<file path="config.mk">
export PLATFORM = sky130hd
export DESIGN_NAME = nabp_shifter_accumulator
export DESIGN_NICKNAME = d
export VERILOG_FILES = /design/src/rtl/nabp_shifter_accumulator_pkg.sv /design/src/rtl/nabp_shifter_line_counter.sv /design/src/rtl/nabp_shifter_accumulator.sv
export SDC_FILE = /design/constraint.sdc
export NUM_CORES = 1
export LEC_CHECK = 0
export CAP_MARGIN = 0
export CORE_MARGIN = 4
export CORE_UTILIZATION = 45
export CTS_CLUSTER_SIZE = 8
export DETAILED_ROUTE_END_ITERATION = 10
export PLACE_DENSITY = 0.7
export SLEW_MARGIN = 20
export SYNTH_ARGS = -nofsm -noshare
export SYNTH_HDL_FRONTEND = slang
export SYNTH_SLANG_ARGS = --single-unit
</file>
<file path="constraint.sdc">
create_clock -name clk -period 2.95 [get_ports clk]
set_clock_uncertainty 0.2 [all_clocks]
set_input_delay 0.59 -clock clk [delete_from_list [all_inputs] [get_ports clk]]
set_output_delay 0.59 -clock clk [all_outputs]
set_load 0.03 [all_outputs]
</file>
<file path="src/rtl/nabp_shifter_accumulator_pkg.sv">
// nabp_shifter_accumulator_pkg: shared widths, states and constants for the LUT and the shifter sequencer
package nabp_shifter_accumulator_pkg;
  localparam int ANGLE_W = 9;
  localparam int ACCU_INT_W = 9;
  localparam int ACCU_FRAC_W = 12;
  localparam int NUM_LINES = 128;
  localparam int LINE_W = 7;
  localparam int ACCU_W = ACCU_INT_W + ACCU_FRAC_W;
  localparam logic [ACCU_W-1:0] ACCU_HALF = ACCU_W'(1) << (ACCU_FRAC_W - 1);
  typedef enum logic [1:0] {IDLE, FETCH, LOAD, RUN} state_e;
endpackage

</file>
<file path="src/rtl/nabp_shifter_line_counter.sv">
// nabp_shifter_line_counter: per-projection line index with last-line flag
module nabp_shifter_line_counter
  import nabp_shifter_accumulator_pkg::*;
(
  input  logic              clk,
  input  logic              reset,
  input  logic              clr,
  input  logic              inc,
  output logic [LINE_W-1:0] line,
  output logic              last
);
  logic [LINE_W-1:0] line_q, line_d;
  always_comb line_d = clr ? '0 : inc ? line_q + 1'b1 : line_q;
  always_ff @(posedge clk) line_q <= reset ? '0 : line_d;
  assign line = line_q;
  assign last = line_q == LINE_W'(NUM_LINES - 1);
endmodule

</file>
<file path="src/rtl/nabp_shifter_accumulator.sv">
// nabp_shifter_accumulator: fetches a per-angle slope and streams one rounded shift per line
module nabp_shifter_accumulator
  import nabp_shifter_accumulator_pkg::*;
(
  input  logic                         clk,
  input  logic                         reset,
  input  logic                         start_valid,
  input  logic [ANGLE_W-1:0]           start_angle,
  output logic                         start_ready,
  output logic [ANGLE_W-1:0]           sh_angle,
  input  logic signed [ACCU_W-1:0]     sh_accu_base,
  output logic                         out_valid,
  input  logic                         out_ready,
  output logic signed [ACCU_INT_W-1:0] out_shift,
  output logic [LINE_W-1:0]            out_line,
  output logic                         out_last
);
  state_e state_q, state_d;
  logic [ANGLE_W-1:0] sh_angle_q, sh_angle_d;
  logic [ACCU_W-1:0] base_q, base_d, accu_q, accu_d;
  logic out_valid_q, out_valid_d;
  logic fire, last, clr, inc;
  assign fire = out_valid_q && out_ready;
  always_comb begin
    state_d = state_q;
    sh_angle_d = sh_angle_q;
    base_d = base_q;
    accu_d = accu_q;
    out_valid_d = out_valid_q;
    clr = 1'b0;
    inc = 1'b0;
    case (state_q)
      IDLE: if (start_valid) begin
        sh_angle_d = start_angle;
        state_d = FETCH;
      end
      FETCH: state_d = LOAD;
      LOAD: begin
        base_d = sh_accu_base;
        accu_d = ACCU_HALF;
        clr = 1'b1;
        out_valid_d = 1'b1;
        state_d = RUN;
      end
      RUN: if (fire) begin
        if (last) begin
          out_valid_d = 1'b0;
          state_d = IDLE;
        end else begin
          accu_d = accu_q + base_q;
          inc = 1'b1;
        end
      end
      default: state_d = IDLE;
    endcase
  end
  always_ff @(posedge clk) begin
    if (reset) begin
      state_q <= IDLE;
      sh_angle_q <= '0;
      base_q <= '0;
      accu_q <= '0;
      out_valid_q <= 1'b0;
    end else begin
      state_q <= state_d;
      sh_angle_q <= sh_angle_d;
      base_q <= base_d;
      accu_q <= accu_d;
      out_valid_q <= out_valid_d;
    end
  end
  nabp_shifter_line_counter u_line (
    .clk   (clk),
    .reset (reset),
    .clr   (clr),
    .inc   (inc),
    .line  (out_line),
    .last  (last)
  );
  assign start_ready = state_q == IDLE;
  assign sh_angle = sh_angle_q;
  assign out_valid = out_valid_q;
  assign out_shift = accu_q[ACCU_W-1:ACCU_FRAC_W];
  assign out_last = last && out_valid_q;
endmodule
</file>
==> results of run 1 <==
[report_power, final]
part / internal (mW) / switching [mW] / total, mW
clock: 0.392 / 0.353 / 0.744
combinational: 0.362 / 0.465 / 0.826
sequential: 0.925 / 0.0637 / 0.989
[Yosys cell counts, types with 2 or more instances]
| cell | instances | share of area, % |
|---|---|---|
| and2_1 | 2 | 0.37 |
| nand2b_1 | 5 | 0.93 |
| ha_1 | 24 | 8.9 |
| nand2_1 | 53 | 5.9 |
| or3_1 | 2 | 0.37 |
| mux2i_1 | 24 | 7.1 |
| dfxtp_1 | 61 | 36 |
| buf_2 | 2 | 0.30 |
| o21ai_1 | 6 | 0.89 |
| buf_1 | 5 | 0.56 |
| o211ai_1 | 3 | 0.67 |
| xnor2_1 | 12 | 3.1 |
| nor3_1 | 5 | 0.74 |
| xor2_1 | 9 | 2.3 |
| nand4_1 | 8 | 1.5 |
| nor2_1 | 40 | 4.5 |
| inv_1 | 9 | 1.0 |
| a21o_1 | 4 | 0.89 |
| a31oi_1 | 4 | 0.74 |
| a21oi_1 | 36 | 5.4 |
| nand3_1 | 21 | 3.1 |
| and3_1 | 3 | 0.56 |
| a21oi_2 | 3 | 0.78 |
| o21ai_0 | 12 | 1.8 |
| buf_4 | 9 | 2.0 |
| clkbuf_1 | 11 | 1.2 |
[cells by family after synthesis]
logic type               Yosys count
adder cells (fa/ha/maj)           25
flip-flops                        61
XOR/XNOR                          21
multiplexers                      24
AND/OR/NAND/NOR                  146
AO/OA/AOI/OAI                     87
buffers and inverters             37
[flip-flops by register name, summed over array words and instances (netlist names)]
signal,count
u_line.line,7
out_valid,1
base_q,21
state_q,2
accu_q,21
sh_angle,9
[metal layers]
metal / GRT usage, % / routed length, um / up-vias
met5: 0 / 0 / -
met4: 7.46 / 110 / 0
met3: 4.94 / 313 / 9
met2: 30.1 / 3600 / 45
met1: 20.0 / 3360 / 1374
li1: - / - / 1509
[layout make-up]
class | instances | area (sq um)
Clock buffer | 9 | 124
Fill cell | 662 | 3020
Clock inverter | 7 | 75.1
Timing Repair Buffer | 72 | 696
Multi-Input combinational cell | 303 | 1960
Tap cell | 99 | 124
Inverter | 9 | 33.8
Sequential cell | 61 | 1220
[tightest hold or removal path, stage by stage (launching register included)]
cell	delay [ps]
dfxtp_1	310
nand2_1	50
a21oi_1	50
[through the flow]
stage | power (mW) | instance area [sq um] | cells | hold WS [ps]
5_1_grt | 2.72 | 4230 | 560 | 290
6_report | 2.56 | 4230 | 560 | 256
3_5_place_dp | 1.84 | 4030 | 544 | 246
4_1_cts | 2.59 | 4230 | 560 | 256
3_3_place_gp | 1.83 | 4030 | 544 | 242
2_1_floorplan | 1.58 | 3360 | 401 | 228
[path summary, 6_finish.rpt]
kind | from | to | slack, ps | cells past startpoint
hold / removal | sh_angle[3] | sh_angle[3] | 260 | 2
setup / recovery | base_q[0] | accu_q[18] | 430 | 10
setup reg to reg | base_q[0] | accu_q[18] | 430 | 10
hold reg to reg | sh_angle[3] | sh_angle[3] | 260 | 2
==> metrics.md, run 1 <==
| Metric | Value |
|---|---|
| Layout cells sized above 1 | `~8%` |
| Site Rows | `31` |
| Worst slack at placement | `roughly 280 ps` |
| RePlAce Congestion | `0.925` |
| Worst-margin pin slew | `about 480 ps` |
| Max Buffers Root-to-Sink | `2` |
| Worst setup SP type | `register` |
| Fin. Hold Viols | `0` |
| Drt pass-1 iters | `4` |
| Register bit total from synthesis | `61` |
| Setup TNS | `0 ps` |
| Average size of a mapped cell | `between 8 and 9 sq um` |
| CTS Sinks | `61` |
| Area delta synth->final | `25.9%` |
| Synthesis Warnings | `0` |
| TritonCTS clock tree | `yes` |
| Clk root buf | `clkbuf_8` |
| Post-synthesis mux area share | `7.15%` |
| H-tree Lvls | `3` |
| Post-DP HPWL | `roughly 5600 um` |
| Final Util | `between 50% and 60%` |
| Port buffer count | `61` |
| Routed Antenna Nets | `0` |
| Status | `complete, no violations` |
| Rel. slew slack | `between 60 and 70%` |
| LEAKAGE | `approximately 1.7 nW` |
| Vias | `between 2000 and 3000` |
| CTS Hold Bufs | `0` |
| Die Ht | `approximately 94 um` |
| Min-Delay Path Class | `register to register` |
| Worst-Skew Late Latency | `between 300 and 400 ps` |
| Post-Synthesis Cells | `401` |
| Final Critical Period | `between 2000 and 3000 ps` |
| Vias per cell | `5.24` |
| Post-synthesis adder-cell area fraction | `a little under a tenth` |
| # setup viols final | `0` |
| Routed wire length | `7390 um` |
| Final nets | `~520` |
| Die Wd | `~94 um` |
| Critical path's slowest cell | `fa_1` |
| Critical-path maximum fanout | `3` |
| Syn Nets | `between 400 and 500` |
| CP cell instances | `ha_1 > inv_1 > fa_1 > nand2b_1 > a21oi_2 > o21ai_1 > a21oi_1 > a31oi_1 > mux2i_1 > or2_1` |
| Post-cts resize count | `0` |
| Syn Std Cell Area | `between 3000 and 4000 sq um` |
| Arr. time, crit path | `about 2600 ps` |
| Commonest non-fill, non-tap cell in the layout | `dfxtp_1` |
| Final worst slack | `about 430 ps` |
| First-pass GRT wire length | `between 10000 and 15000 um` |
| Initial antenna violation count | `0` |
| Ys flop type | `dfxtp_1` |
| Worst IR drop on VDD | `0.000376 V` |
| PwrDens | `around 600 nW/um^2` |
| Asr flop ratio synth | `0%` |
| Max incr delay on CP | `~370 ps` |
| Core area | `7250 sq um` |
| Detailed-route wire length per cell | `roughly 13 um` |
| Unique cell type count in the Yosys netlist | `54` |
| GRT overflow | `0` |
| Starting density of the core | `46.3%` |
| Number of CTS-inserted buffers | `9` |
| Commonest non-fill, non-tap cells in the layout | `dfxtp_1 (61), clkdlybuf4s50_1 (60), nand2_1 (53)` |
| Post-Synth Simple-Gate Area | `between 10% and 20%` |
| Pin count of the biggest net entering global routing | `44` |
| DR iter-0 viols | `58` |
| Tot GR Track Use | `17.4%` |
| RSZ-0062 raised after global routing | `no` |
| # DRC | `0` |
| Worst Setup End Kind | `register` |
| Synth Area in XOR/XNOR | `5.47%` |
| Sequential cell area fraction in the yosys report | `36.3%` |
| Fin crit share | `85.4%` |
| N_diodes | `0` |
| CTS clk-pin slew, worst paths | `~80 ps` |
| Vias in the first global route | `2822` |
| WS Path Type | `register to register` |
| Fin. max-slew vios | `0` |
| Die area | `approximately 8900 sq um` |
| EDFF count, synth | `0` |
| Data required, critical path | `approximately 3000 ps` |
| Max cap viols | `0` |
| Compound-Gate Fraction of Synth Area | `about 16%` |
| Top Ports | `62` |
| Largest family of logic cells by synthesized area | `simple AND/OR/NAND/NOR gates` |
| F_max | `approximately 400 MHz` |
| Worst path bufs/invs | `1` |
| Post-CTS Setup Repair Bufs | `0` |
| Crit-path leading delay family | `compound AO/OA/AOI/OAI gates` |
Note: power is estimated with default switching activity, not from simulation.
==> run 2, diff against run 1 <==
--- a/config.mk
+++ b/config.mk
@@ -11,7 +11,7 @@
 export CTS_CLUSTER_SIZE = 8
 export DETAILED_ROUTE_END_ITERATION = 10
 export PLACE_DENSITY = 0.7
-export SLEW_MARGIN = 20
+export SLEW_MARGIN = 25
 export SYNTH_ARGS = -nofsm -noshare
 export SYNTH_HDL_FRONTEND = slang
 export SYNTH_SLANG_ARGS = --single-unit
==> results of run 2 <==
Final layout, timing and power as in run 1 (identical DEF).
==> run 3, diff against run 2 <==
--- a/config.mk
+++ b/config.mk
@@ -5,8 +5,8 @@
 export SDC_FILE = /design/constraint.sdc
 export NUM_CORES = 1
 export LEC_CHECK = 0
+export ABC_CLOCK_PERIOD_IN_PS = 2950
 export CAP_MARGIN = 0
-export CORE_MARGIN = 4
 export CORE_UTILIZATION = 45
 export CTS_CLUSTER_SIZE = 8
 export DETAILED_ROUTE_END_ITERATION = 10
==> run 3 against run 2 <==
- final area rose by 0.15%
- count of clock-buffer cells in the layout rose by 3
- core utilization rose by 0.086 points
- via count fell by 0.10%
- largest cell class unchanged
- highest routed layer unchanged
==> metrics.md, run 3 (same netlist as run 1, synthesis figures left out) <==
| Metric | Value |
|---|---|
| Placed inst area | `4030 sq um (unchanged)` |
| CP cell instances | `ha_1 > nand4_1 > nor2_1 > clkdlybuf4s50_1` |
| Initial antenna violation count | `0 (unchanged)` |
| Data required, critical path | `2160 ps (-830 ps)` |
| F_max | `357 MHz (-10%)` |
| Max cap viols | `0 (unchanged)` |
| Arr. time, crit path | `2010 ps (-550 ps)` |
| # DRC | `0 (unchanged)` |
| RSZ-0062 raised after global routing | `no` |
| Final Util | `58.4% (+0.086 points)` |
| Tot GR Track Use | `20.2% (+2.8 points)` |
| Final Critical Period | `2800 ps (+282 ps)` |
| Worst Setup End Kind | `output port` |
| Worst-Skew Late Latency | `340 ps (about the same)` |
| Layout cells sized above 1 | `7.38% (-0.65 points)` |
| Max incr delay on CP | `690 ps (+320 ps)` |
| Setup TNS | `0 ps (unchanged)` |
| Post-cts resize count | `0 (unchanged)` |
| CTS Hold Bufs | `0 (unchanged)` |
| RePlAce Congestion | `0.871 (-5.9%)` |
| # setup viols final | `0 (unchanged)` |
| Top Ports | `62 (unchanged)` |
| Max Buffers Root-to-Sink | `2 (unchanged)` |
| LEAKAGE | `1.66 nW (-0.56%)` |
| Min-Delay Path Class | `register to register` |
| Vias | `2934 (-0.10%)` |
| Routed Antenna Nets | `0 (unchanged)` |
| Pin count of the biggest net entering global routing | `44 (unchanged)` |
| Final instance area | `4240 sq um (+0.15%)` |
| Core area | `7250 sq um (unchanged)` |
| WS Path Type | `register to output port` |
| Routed wire length | `7520 um (+1.7%)` |
| Critical-path maximum fanout | `5 (+2)` |
| Critical path's slowest cell | `clkdlybuf4s50_1` |
| Port buffer count | `61 (unchanged)` |
| GRT overflow | `0 (unchanged)` |
| R2r setup slk | `410 ps (-20 ps)` |
| Commonest non-fill, non-tap cells in the layout | `dfxtp_1 (61), clkdlybuf4s50_1 (61), nand2_1 (53)` |
| Vias in the first global route | `2783 (-1.4%)` |
| Die area | `7820 sq um (-12%)` |
| N_diodes | `0 (unchanged)` |
| Worst setup SP type | `register` |
| Starting density of the core | `46.3% (unchanged)` |
| Status | `complete, no violations` |
| First-pass GRT wire length | `12300 um (-0.89%)` |
| TritonCTS clock tree | `yes` |
| Die Wd | `88.4 um (-6.4%)` |
| Detailed-route wire length per cell | `13.4 um (+1.7%)` |
| Fin crit share | `95.0% (+9.6 points)` |
| Post-CTS Setup Repair Bufs | `0 (unchanged)` |
| CTS clk-pin slew, worst paths | `70 ps (about the same)` |
| Die Ht | `88.4 um (-6.4%)` |
| Clk root buf | `clkbuf_8` |
| Area delta synth->final | `26.1%` |
| Worst IR drop on VDD | `0.000402 V (+6.8%)` |
| Worst-margin pin slew | `472 ps (-3.56 ps)` |
| Number of CTS-inserted buffers | `9 (unchanged)` |
| Vias per cell | `5.24 (-0.10%)` |
| Rel. slew slack | `68.5% (+0.24 points)` |
| CTS Sinks | `61 (unchanged)` |
| H-tree Lvls | `3 (unchanged)` |
| Fin. max-slew vios | `0 (unchanged)` |
| Final nets | `515 (unchanged)` |
| Fin. Hold Viols | `0 (unchanged)` |
| Site Rows | `31 (unchanged)` |
| Drt pass-1 iters | `6 (+2)` |
| PwrDens | `615 nW/um^2 (+1.7%)` |
| Post-DP HPWL | `5570 um (+0.15%)` |
| DR iter-0 viols | `95 (+64%)` |
==> run 3: final timing paths <==
check | from | to | cells after the start
worst max-delay path | u_line.line[0] | out_last | 4
worst min-delay path | sh_angle[5] | sh_angle[5] | 2
worst max register to register | base_q[0] | accu_q[18] | 10
worst min register to register | sh_angle[5] | sh_angle[5] | 2
==> run 3: metal layers <==
metal,up-vias,track usage (%),share of wire [%]
met5,-,0,0
li1,1511,-,-
met1,1354,24.4,45
met3,14,5.04,3.5
met4,0,7.18,1.4
met2,55,34.8,50
==> run 3: worst max-delay path, delay by kind of cell, from the launching register on <==
family | cells | cell delay (ps)
buf+inv | 1 | 690
flops | 1 | 420
simple gates | 2 | 320
fa+ha+maj | 1 | 250
==> run 3: where the power goes <==
| part | switching (mW) | internal [mW] |
|---|---|---|
| registers | 0.0643 | 0.926 |
| clock network | 0.313 | 0.475 |
| logic | 0.470 | 0.359 |
==> run 3: final cells by class <==
class                   instances  area, sq um
clock buffers                  12          135
clock inverters                 4         72.6
fillers                       674         3020
inverters                       9         33.8
multi-input cells             303         1960
flip-flops and latches         61         1220
well taps                      99          124
repair buffers                 72          693
==> run 3: per-stage QoR <==
stage               setup WS, ps  power (mW)  hold slack, ps  cells
floorplan                    615        1.58             228    401
global placement             409        1.82             240    544
detailed placement           355        1.84             247    544
CTS                          120        2.63             257    560
global route                22.2        2.76             279    560
finish                       148        2.61             256    560
